`config.mk`:
```
export PLATFORM = sky130hd
export DESIGN_NAME = dsp_pipe_delay
export DESIGN_NICKNAME = d
export VERILOG_FILES = /design/src/rtl/dsp_pipe_delay.sv
export SDC_FILE = /design/constraint.sdc
export NUM_CORES = 1
export LEC_CHECK = 0
export ABC_AREA = 0
export BUFFER_PORTS_ARGS = -buffer_cell sky130_fd_sc_hd__buf_2
export CORE_MARGIN = 1
export CORE_UTILIZATION = 30
export CTS_BUF_LIST = sky130_fd_sc_hd__clkbuf_8
export CTS_CLUSTER_SIZE = 28
export DETAILED_ROUTE_END_ITERATION = 12
export RECOVER_POWER = 25
export SLEW_MARGIN = 20
export SYNTH_ARGS = -nofsm -noshare
export SYNTH_HDL_FRONTEND = slang
export SYNTH_SLANG_ARGS = --single-unit
```
`constraint.sdc`:
```
create_clock -name CLK -period 1.2 [get_ports CLK]
set_input_delay 0.24 -clock CLK [delete_from_list [all_inputs] [get_ports CLK]]
set_output_delay 0.24 -clock CLK [all_outputs]
set_load 0.01 [all_outputs]
```
`src/rtl/dsp_pipe_delay.sv`:
```
// Configurable-depth register pipeline with valid tracking, flush, in-flight count
// and optional last-valid hold. Define DSP_PIPE_DELAY_TAPS_EN to export per-stage taps.
module dsp_pipe_delay #(
   parameter int WIDTH     = 18,
   parameter int DEPTH     = 1,
   parameter int HOLD_LAST = 0,
   localparam int CW       = (DEPTH < 1) ? 1 : $clog2(DEPTH + 1)
) (
   input  logic             CLK,
   input  logic             RST,
   input  logic             CEN,
   input  logic             FLUSH,
   input  logic [WIDTH-1:0] A,
   input  logic             VLD_IN,
   output logic [WIDTH-1:0] C,
   output logic             VLD_OUT,
   output logic [CW-1:0]    COUNT,
   output logic             IDLE
`ifdef DSP_PIPE_DELAY_TAPS_EN
   ,
   output logic [((DEPTH < 1) ? 1 : WIDTH * DEPTH)-1:0] TAPS,
   output logic [((DEPTH < 1) ? 1 : DEPTH)-1:0]         TAP_VLD
`endif
);

   if (WIDTH < 1 || WIDTH > 64 || DEPTH < 0 || DEPTH > 8) begin : g_param_check
      $error("dsp_pipe_delay: illegal parameters WIDTH=%0d DEPTH=%0d", WIDTH, DEPTH);
   end

   if (DEPTH == 0) begin : g_bypass
      // Pure wire: control inputs are intentionally ignored.
      logic unused_ctrl;
      assign unused_ctrl = ^{CLK, RST, CEN, FLUSH};

      assign C       = A;
      assign VLD_OUT = VLD_IN;
      assign COUNT   = '0;
      assign IDLE    = 1'b1;
`ifdef DSP_PIPE_DELAY_TAPS_EN
      assign TAPS    = '0;
      assign TAP_VLD = '0;
`else
      // taps disabled: no register views exported
`endif
   end else begin : g_pipe
      logic [WIDTH-1:0] d_reg [DEPTH];
      logic [DEPTH-1:0] v_reg;
      logic [WIDTH-1:0] d_in  [DEPTH];
      logic [DEPTH-1:0] v_in;
      logic [CW-1:0]    count_next;

      // Stage k is fed by stage k-1; stage 0 is fed by the input port.
      for (genvar gi = 0; gi < DEPTH; gi++) begin : g_link
         if (gi == 0) begin : g_head
            assign d_in[gi] = A;
            assign v_in[gi] = VLD_IN;
         end else begin : g_body
            assign d_in[gi] = d_reg[gi-1];
            assign v_in[gi] = v_reg[gi-1];
         end
      end

      always_ff @(posedge CLK) begin
         if (RST) begin
            v_reg <= '0;
            for (int i = 0; i < DEPTH; i++) begin
               d_reg[i] <= '0;
            end
         end else begin
            // Flush kills validity even when stalled; data still obeys CEN.
            if (FLUSH) begin
               v_reg <= '0;
            end else if (CEN) begin
               v_reg <= v_in;
            end
            if (CEN) begin
               for (int i = 0; i < DEPTH; i++) begin
                  d_reg[i] <= d_in[i];
               end
            end
         end
      end

      always_comb begin
         count_next = '0;
         for (int i = 0; i < DEPTH; i++) begin
            count_next = count_next + CW'(v_reg[i]);
         end
      end

      assign COUNT   = count_next;
      assign IDLE    = (count_next == '0);
      assign VLD_OUT = v_reg[DEPTH-1];

      if (HOLD_LAST != 0) begin : g_hold
         logic [WIDTH-1:0] hold_reg;

         // Captures the word currently leaving, so the hold adds no latency.
         always_ff @(posedge CLK) begin
            if (RST) begin
               hold_reg <= '0;
            end else if (CEN && v_reg[DEPTH-1]) begin
               hold_reg <= d_reg[DEPTH-1];
            end
         end

         assign C = v_reg[DEPTH-1] ? d_reg[DEPTH-1] : hold_reg;
      end else begin : g_raw
         assign C = d_reg[DEPTH-1];
      end

`ifdef DSP_PIPE_DELAY_TAPS_EN
      for (genvar gi = 0; gi < DEPTH; gi++) begin : g_taps
         assign TAPS[gi*WIDTH +: WIDTH] = d_reg[gi];
      end
      assign TAP_VLD = v_reg;
`else
      // taps disabled: no register views exported
`endif
   end

endmodule

```
**Yosys cells after proc, flatten, opt, wreduce, memory -nomap -nowiden**

Memory sizes are Yosys's and may differ from the RTL's.
Cells that the tools add are included.

- Output and inout port bits: 21
- Bits of input ports: 23
- Bits in registers: 1
- Memory bits (writable): 18
- Logic and storage cells: 12
- Memories kept: 1

Memory list:

| name | depth | bits a word | rd ports | clocked after Yosys merged registers in | wr ports | RTL line | text |
|---|---|---|---|---|---|---|---|
| g_pipe.d_reg | 1 | 18 | 1 | 0 | 1 | 46 | `logic [WIDTH-1:0] d_reg [DEPTH];` |

- Reductions and logical operators: 2
- Bitwise operators: 1
- Muxes and demuxes: 7

Operators with widths:

| cell | number |
|---|---|
| $mux 18 | 1 |
| $reduce_or 18->1 | 1 |
| $mux 1 | 6 |
| $reduce_or 2->1 | 1 |
| $not 1->1 | 1 |

**Longest topological paths before layout**

Gate-level depths: netlist of the first run.

- Word-level depth: 5
- Depth in mapped cells: 3
- Depth with buffers taken out: 2

**Least setup slack after synthesis of the first run**

No wires, ideal clock.

- Path kind: input -> register
- From: input CEN
- To: memory g_pipe.d_reg[0][0] (enable)
- Cell stages on the path: 1
- Library setup time: 0.296 ns
- Arrival time: 0.664 ns
- Data required time: 0.904 ns
- Setup slack: 0.240 ns
- Path buffers: 0
- Path through: or2_2

- Cells in the longest elaborated chain, start to end: 5

Ends and longest elaborated chain:

| what | RTL line | text |
|---|---|---|
| start, declared | 11 | `input logic CEN,` |
| $mux 1 * | 76 | `if (CEN) begin` |
| $mux 1 * | 64 | `if (RST) begin` |
| $mux 1 (not written as such) * | 78 | `d_reg[i] <= d_in[i];` |
| $reduce_or 18->1 (no line) | -- |  |
| $mux 1 (no line) * | -- |  |
| end, declared | 46 |  |

Mark *: on every way between the ends. The rest lies on a longest branch, timed or not.

**Worst setup path after layout of the first run**

- From: register g_pipe.v_reg, in the netlist VLD_OUT
- To: output IDLE

- Cells in the longest elaborated chain, start to end: 1

Ends and longest elaborated chain:

| what | RTL line | text |
|---|---|---|
| start, declared | 47 | `logic [DEPTH-1:0] v_reg;` |
| start signal, assigned | 74 | `v_reg <= v_in;` |
| $not 1->1 | 92 | `assign IDLE = (count_next == '0);` |
| end, declared | 18 | `output logic IDLE` |

Every way passes these cells.

==> key figures, run 1 <==
Setup path
  – CP max stage delay: 0.36 ns
  – R2R Path End: VLD_OUT$_SDFFE_PP0P_
  – Internal reg-to-reg setup slack: 0.56 ns
  – Startpoint Class: register
  – CP Data Arrival Time: 0.78 ns
  – CP required: 0.96 ns
  – CP Capture Type: output pin
  – Reg2reg start: VLD_OUT$_SDFFE_PP0P_
  – Critical Path Slowest Stage Cell: dfxtp_1
  – Critical path type: register to output pin
  – Largest fanout on the critical path: 4
  – Cell Chain, Critical Path: inv_1 -> buf_2
  – Worst reg-to-reg path cell count: 2

Pwr
  – Total Power: 1360 uW
  – Pwr Density: 1340 nW/um2
  – Max IR drop VDD: 0.845 mV
  – Leak: 0.000481 uW

Route
  – Vias: 477
  – Iter 0 DRT Violations: 1
  – Final WL: 1.21 mm
  – Vias per Instance: 4.08
  – Drt wl/cell: 10.3 um
  – Pre-antenna DRT Iters: 2
  – ANT nets after route: 0
  – DR DRC count: 0

Die
  – Initial Util: 32.9%
  – Ports: 44
  – Die W: 51.9 um
  – Num rows: 17
  – Die H: 51.9 um
  – Die ar.: 2700 um2
  – Core area: 2280 um2

Clocking
  – Post-CTS sizing: 0
  – Clock-pin slew on the worst setup and hold paths: 0.06 ns
  – Post CTS Setup Buffer Count: 0
  – CTS Buf Count: 3
  – Root Driver: clkbuf_8
  – # H-tree levels: 1
  – CTS Buffer Depth: 2
  – CTS tree: yes
  – Hold buffer count at CTS: 0
  – Clock sink total: 19
  – Clock latency at the later pin of the worst-skew pair: 0.24 ns

Worst hold path
  – Hold Startpoint: FLUSH
  – Worst Hold Endpoint: VLD_OUT$_SDFFE_PP0P_
  – Worst min path class: input pin to register
  – Hold Path Stages: 2

STA
  – Worst Skew: 0 ns
  – Post-route setup TNS: 0 ns
  – Unrepaired setup endpoints after global routing: no
  – Slew headroom: 65.8%
  – Count of final setup violators: 0
  – Final Hold Slack: 0.147 ns
  – Worst-Margin Slew: 0.511 ns
  – Final hold vios: 0
  – Final period utilization: 85.0%
  – Max frequency: 980 MHz
  – Min Tclk post-route: 1.02 ns
  – Final Max Tran Viols: 0

Place
  – Final RePlAce weighted congestion: 0.672
  – Port Buffers: 43
  – Placed Instance Area: 980 um2
  – Post-DP HPWL: 911 um

Global route
  – Initial antenna violation count: 0
  – First-pass GRT wire length: 1.71 mm
  – Vias in the first global route: 388
  – Largest net degree at the start of global routing: 19
  – Total GRT Usage: 9.32%
  – GRT overflow: 0

Run
  – Max Cap Violations: 0

Synth
  – Syn Inst Count: 44
  – Count of different cell masters after synthesis: 11
  – Syn_area_per_cell: 17.0 um2
  – Netlist Area Pre-Place: 748 um2
  – Post-synthesis sequential area ratio: 74.9%
  – FF+latch count, synth: 19
  – Yosys warns: 0
  – Post-Syn Nets: 67

Final layout
  – Post-route cell area: 1020 um2
  – P&R area growth vs syn: 36.1%
  – Max reg flops: 18
  – Final Net Count: 113
  – Diodes inserted: 0
  – Proportion of layout cells with a drive suffix above 1: 68.5%
  – FILL cells: 197

Run status
  – Status: finished, final reports clean
power breakdown:
| group | leakage [uW] | switching, uW | total, uW | internal [uW] |
|---|---|---|---|---|
| sequential | 0.000202 | 11.5 | 792 | 780 |
| combinational | 0.000252 | 77.7 | 155 | 77.7 |
| clock | 0.0000269 | 191 | 417 | 227 |
| total | 0.000481 | 280 | 1360 | 1080 |
critical path, delay by kind of cell (launching register included):
kind	cells	cell delay, ns
flops	1	0.36
buf+inv	2	0.17
layer usage:
metal / global-route usage [%] / wire length (um)
met5: 0 / 0
met2: 15.4 / 636
met3: 3.80 / 108
met4: 5.41 / 9
met1: 9.91 / 456
synthesized netlist by cell type, drive strengths merged:
cell / number / area, um2
or2: 1 / 6.26
dfxtp: 1 / 20.0
mux2i: 1 / 10.0
edfxtp: 18 / 541
inv: 1 / 3.75
and2: 18 / 130
nor3: 1 / 5.00
nor2b: 1 / 13.8
buf: 2 / 18.8
stage by stage:
stage | std cells | setup WS (ns) | util [%]
2_1_floorplan | 44 | 0.240 | -
4_1_cts | 117 | 0.173 | 45.0
3_3_place_gp | 113 | 0.0578 | 43.0
3_5_place_dp | 113 | 0.0522 | 43.0
5_1_grt | 117 | 0.141 | 44.7
6_report | 117 | 0.180 | 44.7
cell usage in the layout (no fill, tap or decap), drive strengths merged:
cell type	instances
and2	18
edfxtp	18
or2	1
clkbuf	4
nor3	1
mux2i	1
nor2b	1
dfxtp	1
buf	42
inv	2
logic make-up (layout without fill, tap and decap cells):
family	after synthesis	after routing	synth area share (%)
simple gates	21	21	20.7
flops	19	19	74.9
buf+inv	3	48	3.01
mux	1	1	1.34
worst max-delay path by stage:
| stage | start | endpoint | slack [ns] |
|---|---|---|---|
| 2_1_floorplan | CEN | g_pipe.d_reg[0][0]$_SDFFCE_PN0P_ | 0.24 |
| 3_3_place_gp | CEN | g_pipe.d_reg[0][12]$_SDFFCE_PN0P_ | 0.06 |
| 3_5_place_dp | CEN | g_pipe.d_reg[0][3]$_SDFFCE_PN0P_ | 0.05 |
| 4_1_cts | VLD_OUT$_SDFFE_PP0P_ | IDLE | 0.17 |
| 5_1_grt | CEN | g_pipe.d_reg[0][0]$_SDFFCE_PN0P_ | 0.14 |
| 6_report | VLD_OUT$_SDFFE_PP0P_ | IDLE | 0.18 |
area by class of cell:
cell class	count	area [um2]	share of cell area [%]
multi-input cells	22	160	15.7
well taps	28	35.0	3.44
clock buffers	3	41.3	4.05
repair buffers	43	214	21.0
clock inverters	1	3.75	0.369
flip-flops and latches	19	561	55.0
inverters	1	3.75	0.369
(Power assumes the default switching activity.)
==> run 2: changes to the inputs <==
CTS_BUF_LIST = not set   (was sky130_fd_sc_hd__clkbuf_8)
==> run 2 against run 1 <==
Register-to-register slack about the same. Via count grew 1.0%. Global-route usage grew 0.81 points. Worst setup slack lost 0.048 ns. Maximum frequency shrank 4.5%. Sequential cell count unchanged. Core utilization is 0.82 points lower. Combinational power hardly changed. Largest power group unchanged. Highest routed layer unchanged.
==> key figures, run 2 (synthesized netlist as in run 1, its figures left out) <==
Final layout
  – Most frequent cells in the layout: buf_2 (42), edfxtp_1 (18), and2_2 (14)
  – P&R area growth vs syn: 33.6%
  – Area of the multi-input gates: 160 um2 (unchanged)
  – FILL cells: 204 (+3.6%)
  – Most common cell after layout, fill and taps aside: buf_2
  – Diodes inserted: 0 (unchanged)
  – Proportion of layout cells with a drive suffix above 1: 68.5% (unchanged)
  – Final Net Count: 113 (unchanged)
  – Max reg flops: 18 (unchanged)
  – Area occupied by registers: 561 um2 (unchanged)

Clocking
  – Hold buffer count at CTS: 0 (unchanged)
  – Clock latency at the later pin of the worst-skew pair: 0.28 ns (+0.04 ns)
  – Clock-pin slew on the worst setup and hold paths: 0.10 ns (+0.04 ns)
  – Root Driver: clkbuf_4
  – CTS Buf Count: 3 (unchanged)
  – Post CTS Setup Buffer Count: 0 (unchanged)
  – CTS tree: yes
  – # H-tree levels: 1 (unchanged)
  – Post-CTS sizing: 0 (unchanged)
  – CTS Buffer Depth: 2 (unchanged)
  – Clock sink total: 19 (unchanged)

Global route
  – Met2 usage in global routing: 15.8% (+0.43 points)
  – Vias in the first global route: 386 (-0.52%)
  – Gr busiest metal: met2
  – First-pass GRT wire length: 1.78 mm (+4.0%)
  – GRT overflow: 0 (unchanged)
  – Initial antenna violation count: 0 (unchanged)
  – Total GRT Usage: 10.1% (+0.81 points)
  – Grt met3 use: 6.43% (+2.6 points)
  – Global routing usage on met1: 10.3% (+0.37 points)
  – Largest net degree at the start of global routing: 19 (unchanged)

Route
  – Vias: 482 (+1.0%)
  – Iter 0 DRT Violations: 4 (+3)
  – Pre-antenna DRT Iters: 3 (+1)
  – Vias per Instance: 4.12 (+1.0%)
  – DR DRC count: 0 (unchanged)
  – Final WL: 1.25 mm (+3.4%)
  – ANT nets after route: 0 (unchanged)
  – Drt wl/cell: 10.7 um (+3.4%)

STA
  – Post-route setup TNS: 0 ns (unchanged)
  – Final Max Tran Viols: 0 (unchanged)
  – Worst-Margin Slew: 0.529 ns (+0.0182 ns)
  – Count of final setup violators: 0 (unchanged)
  – Max frequency: 936 MHz (-4.5%)
  – Final hold vios: 0 (unchanged)
  – Slew headroom: 64.6% (-1.2 points)
  – Min Tclk post-route: 1.07 ns (+0.0480 ns)
  – Worst Skew: 0 ns (unchanged)
  – Unrepaired setup endpoints after global routing: no
  – Final period utilization: 89.0% (+4.0 points)

Die
  – Core area: 2280 um2 (unchanged)
  – Die H: 51.9 um (unchanged)
  – Die ar.: 2700 um2 (unchanged)
  – Die W: 51.9 um (unchanged)
  – Ports: 44 (unchanged)
  – Num rows: 17 (unchanged)
  – Initial Util: 32.9% (unchanged)

Pwr
  – Net switching power: 271 uW (-3.1%)
  – Internal power: 986 uW (-9.1%)
  – Sw frac: 21.6% (+1.1 points)
  – Reg power frac: 62.9% (+4.9 points)
  – Clock group share of total power: 24.7% (-5.9 points)
  – Logic pwr share: 12.4% (+1.0 points)
  – Pwr Density: 1260 nW/um2 (-6.1%)
  – Leak: 0.000469 uW (-2.5%)
  – Total Power: 1260 uW (-7.9%)
  – Max IR drop VDD: 0.782 mV (-7.5%)

Setup path
  – Reg2reg start: VLD_OUT$_SDFFE_PP0P_
  – Crit path from: VLD_OUT$_SDFFE_PP0P_
  – Startpoint Class: register
  – CP Data Arrival Time: 0.83 ns (+0.05 ns)
  – Largest fanout on the critical path: 4 (unchanged)
  – CP required: 0.96 ns (about the same)
  – Critical path type: register to output pin
  – CP Capture Type: output pin

Run status
  – Status: finished, final reports clean

Place
  – Post-DP HPWL: 911 um (unchanged)
  – Port Buffers: 43 (unchanged)
  – Final RePlAce weighted congestion: 0.672 (unchanged)

Worst hold path
  – Hold Startpoint: FLUSH
  – Worst min path class: input pin to register

Run
  – Max Cap Violations: 0 (unchanged)
## run 2: cell types whose count changed in the layout (fill, tap and decap cells not counted)
cell      before  now
clkbuf_4       0    3
clkbuf_8       3    0
clkbuf_1       1    2
inv_1          2    1
## run 2: power groups by stage
stage | combinational (uW) | clock [uW] | sequential (uW)
2_1_floorplan | 43.9 | 0 | 838
3_3_place_gp | 159 | 0 | 806
3_5_place_dp | 161 | 0 | 806
4_1_cts | 161 | 321 | 792
5_1_grt | 171 | 352 | 795
6_report | 156 | 310 | 791
## run 2: stage by stage
stage / setup WS, ns / util (%) / cell area, um2 / hold WS (ns) / cells
6_report: 0.132 / 43.9 / 1000 / 0.104 / 117
5_1_grt: 0.0791 / 43.9 / 1000 / 0.0854 / 117
4_1_cts: 0.121 / 44.2 / 1010 / 0.0954 / 117
3_5_place_dp: 0.0522 / 43.0 / 980 / 0.409 / 113
3_3_place_gp: 0.0578 / 43.0 / 980 / 0.405 / 113
2_1_floorplan: 0.240 / - / 748 / 0.317 / 44
## run 2: area by class of cell
type,instances,share of cell area [%]
Tap cell,28,3.50
Inverter,1,0.375
Timing Repair Buffer,43,21.4
Sequential cell,19,56.1
Multi-Input combinational cell,22,16.0
Clock buffer,4,2.63
## run 2: final timing paths
check / slack, ns / cells after the start / endpoint
min reg2reg: 0.57 / 2 / VLD_OUT$_SDFFE_PP0P_
min: 0.10 / 2 / VLD_OUT$_SDFFE_PP0P_
max: 0.13 / 2 / IDLE
max reg2reg: 0.55 / 2 / VLD_OUT$_SDFFE_PP0P_
## run 2: per-layer routing
layer  share of wire, %  vias up
met5                  0        -
met4               0.96        0
met3                8.6        2
met2                 52       23
met1                 39      218
li1                   -      239
## run 2: worst max-delay path, cell delays in order (launching register included)
cell,delay (ns)
dfxtp_1,0.38
inv_1,0.04
buf_2,0.13
==> run 3: changes to the inputs <==
CORE_MARGIN = not set   (was 1)
REMOVE_ABC_BUFFERS = 1   (was not set)
==> run 3 against run 2 <==
Largest cell class unchanged. Sequential share of layout area fell by 0.28 points. Critical endpoint unchanged. Largest power group unchanged. Cell count rose by 0.85%. First-iteration DRC count rose by 75%.
==> key figures, run 3 (synthesized netlist as in run 1, its figures left out) <==
Die
  – Num rows: 17 (unchanged)
  – Ports: 44 (unchanged)
  – Core area: 2280 um2 (unchanged)
  – Die H: 51.9 um (unchanged)
  – Initial Util: 32.9% (unchanged)
  – Die W: 51.9 um (unchanged)
  – Die ar.: 2700 um2 (unchanged)

Clocking
  – Post-CTS sizing: 0 (unchanged)
  – # H-tree levels: 1 (unchanged)
  – CTS Buf Count: 3 (unchanged)
  – Hold buffer count at CTS: 0 (unchanged)
  – Clock-pin slew on the worst setup and hold paths: 0.11 ns (about the same)
  – Root Driver: clkbuf_4
  – Clock latency at the later pin of the worst-skew pair: 0.29 ns (about the same)
  – Clock sink total: 19 (unchanged)
  – Post CTS Setup Buffer Count: 0 (unchanged)
  – CTS tree: yes
  – CTS Buffer Depth: 2 (unchanged)

Global route
  – Total GRT Usage: 9.42% (-0.71 points)
  – Largest net degree at the start of global routing: 19 (unchanged)
  – First-pass GRT wire length: 1.78 mm (unchanged)
  – GRT overflow: 0 (unchanged)
  – Vias in the first global route: 442 (+15%)
  – Initial antenna violation count: 0 (unchanged)

Pwr
  – Net switching power: 278 uW (+2.3%)
  – Max IR drop VDD: 0.694 mV (-11%)
  – Sw frac: 22.0% (+0.47 points)
  – Leak: 0.000473 uW (+0.83%)
  – Logic pwr share: 12.5% (about the same)
  – Internal power: 982 uW (-0.45%)
  – Reg power frac: 62.7% (-0.2 points)
  – Clock group share of total power: 24.8% (about the same)
  – Pwr Density: 1250 nW/um2 (-0.35%)

Final layout
  – Max reg flops: 18 (unchanged)
  – Most frequent cells in the layout: buf_2 (42), edfxtp_1 (18), and2_2 (14)
  – Proportion of layout cells with a drive suffix above 1: 68.9% (+0.35 points)
  – Most common cell after layout, fill and taps aside: buf_2
  – Diodes inserted: 0 (unchanged)
  – FILL cells: 216 (+5.9%)
  – Area occupied by registers: 561 um2 (unchanged)
  – Fin cells: 118 (+0.85%)
  – P&R area growth vs syn: 34.3%
  – Post-route cell area: 1000 um2 (+0.50%)
  – Final Net Count: 114 (+0.88%)
  – Area of the multi-input gates: 160 um2 (unchanged)

Route
  – Vias per Instance: 3.88 (-5.8%)
  – Vias: 458 (-5.0%)
  – Iter 0 DRT Violations: 7 (+3)
  – DR DRC count: 0 (unchanged)
  – Final WL: 1.14 mm (-8.8%)
  – ANT nets after route: 0 (unchanged)
  – Pre-antenna DRT Iters: 3 (unchanged)
  – Drt wl/cell: 9.67 um (-9.6%)

Run
  – Max Cap Violations: 0 (unchanged)

STA
  – Unrepaired setup endpoints after global routing: no
  – Max frequency: 913 MHz (-2.4%)
  – Min Tclk post-route: 1.09 ns (+0.0266 ns)
  – Post-route setup TNS: 0 ns (unchanged)
  – Worst-Margin Slew: 0.518 ns (-0.0111 ns)
  – Final period utilization: 91.2% (+2.2 points)
  – Final Max Tran Viols: 0 (unchanged)
  – Slew headroom: 65.3% (+0.74 points)
  – Worst Skew: 0 ns (unchanged)
  – Final hold vios: 0 (unchanged)
  – Final worst-path setup slack: 0.105 ns (-0.0266 ns)
  – Count of final setup violators: 0 (unchanged)

Setup path
  – Cell Chain, Critical Path: inv_1 -> buf_2
  – CP Data Arrival Time: 0.85 ns (+0.02 ns)
  – Crit path from: VLD_OUT$_SDFFE_PP0P_
  – CP required: 0.96 ns (about the same)
  – Largest fanout on the critical path: 4 (unchanged)
  – Worst reg-to-reg path cell count: 2 (unchanged)
  – Internal reg-to-reg setup slack: 0.54 ns (about the same)
  – CP max stage delay: 0.39 ns (about the same)
  – Setup crit end: IDLE
  – Startpoint Class: register
  – Critical path type: register to output pin
  – Reg2reg start: VLD_OUT$_SDFFE_PP0P_
  – Critical Path Slowest Stage Cell: dfxtp_1
  – R2R Path End: VLD_OUT$_SDFFE_PP0P_
  – CP Capture Type: output pin

Place
  – Pre-CTS setup slack: 0.0411 ns (-0.0111 ns)
  – Cell total after placement: 114 (+0.88%)
  – Placed Instance Area: 987 um2 (+0.77%)
  – Port Buffers: 43 (unchanged)
  – Final RePlAce weighted congestion: 0.632 (-6.1%)

Run status
  – Status: finished, final reports clean

Worst hold path
  – Worst min path class: input pin to register
[run 3: layer usage]
layer,vias to the layer above,routed length [um],share of wire (%),global-route usage [%]
li1,241,-,-,-
met1,185,438,38,9.44
met2,30,514,45,15.2
met3,2,180,16,4.39
met4,0,6,0.53,6.76
met5,-,0,0,0
[run 3: power by group through the flow]
| stage | Combinational [uW] | Sequential, uW | Clock (uW) |
|---|---|---|---|
| 6_report | 157 | 790 | 313 |
| 5_1_grt | 174 | 794 | 357 |
| 4_1_cts | 164 | 790 | 330 |
| 3_5_place_dp | 164 | 805 | 0 |
| 3_3_place_gp | 161 | 806 | 0 |
| 2_1_floorplan | 38.1 | 839 | 0 |
[run 3: cell type report]
cell class              instances  area share (%)
inverters                       1           0.374
clock buffers                   3            2.24
repair buffers                 44            21.7
well taps                      28            3.49
flip-flops and latches         19            55.8
clock inverters                 1           0.498
multi-input cells              22            15.9
[run 3: how the worst min path moves through the flow]
stage	to	depth (start not counted)	slack [ns]	start
after global placement	VLD_OUT$_SDFFE_PP0P_	2	0.40	FLUSH
after CTS	VLD_OUT$_SDFFE_PP0P_	2	0.08	FLUSH
after detailed placement	VLD_OUT$_SDFFE_PP0P_	2	0.41	FLUSH
final	VLD_OUT$_SDFFE_PP0P_	2	0.09	FLUSH
after global routing	VLD_OUT$_SDFFE_PP0P_	2	0.07	FLUSH
after floorplan	VLD_OUT$_SDFFE_PP0P_	1	0.32	FLUSH
[run 3: worst max-delay path, delay by kind of cell, from the launching register on]
kind     cells  cell delay, ns
buf+inv      2            0.18
flops        1            0.39
[run 3: through the flow]
stage          hold WS [ns]  power (uW)  utilization, %
2_1_floorplan         0.317         877               -
3_3_place_gp          0.401         967            43.4
5_1_grt              0.0706        1330            44.1
6_report             0.0906        1260            44.1
4_1_cts              0.0804        1280            44.6
3_5_place_dp          0.410         969            43.4
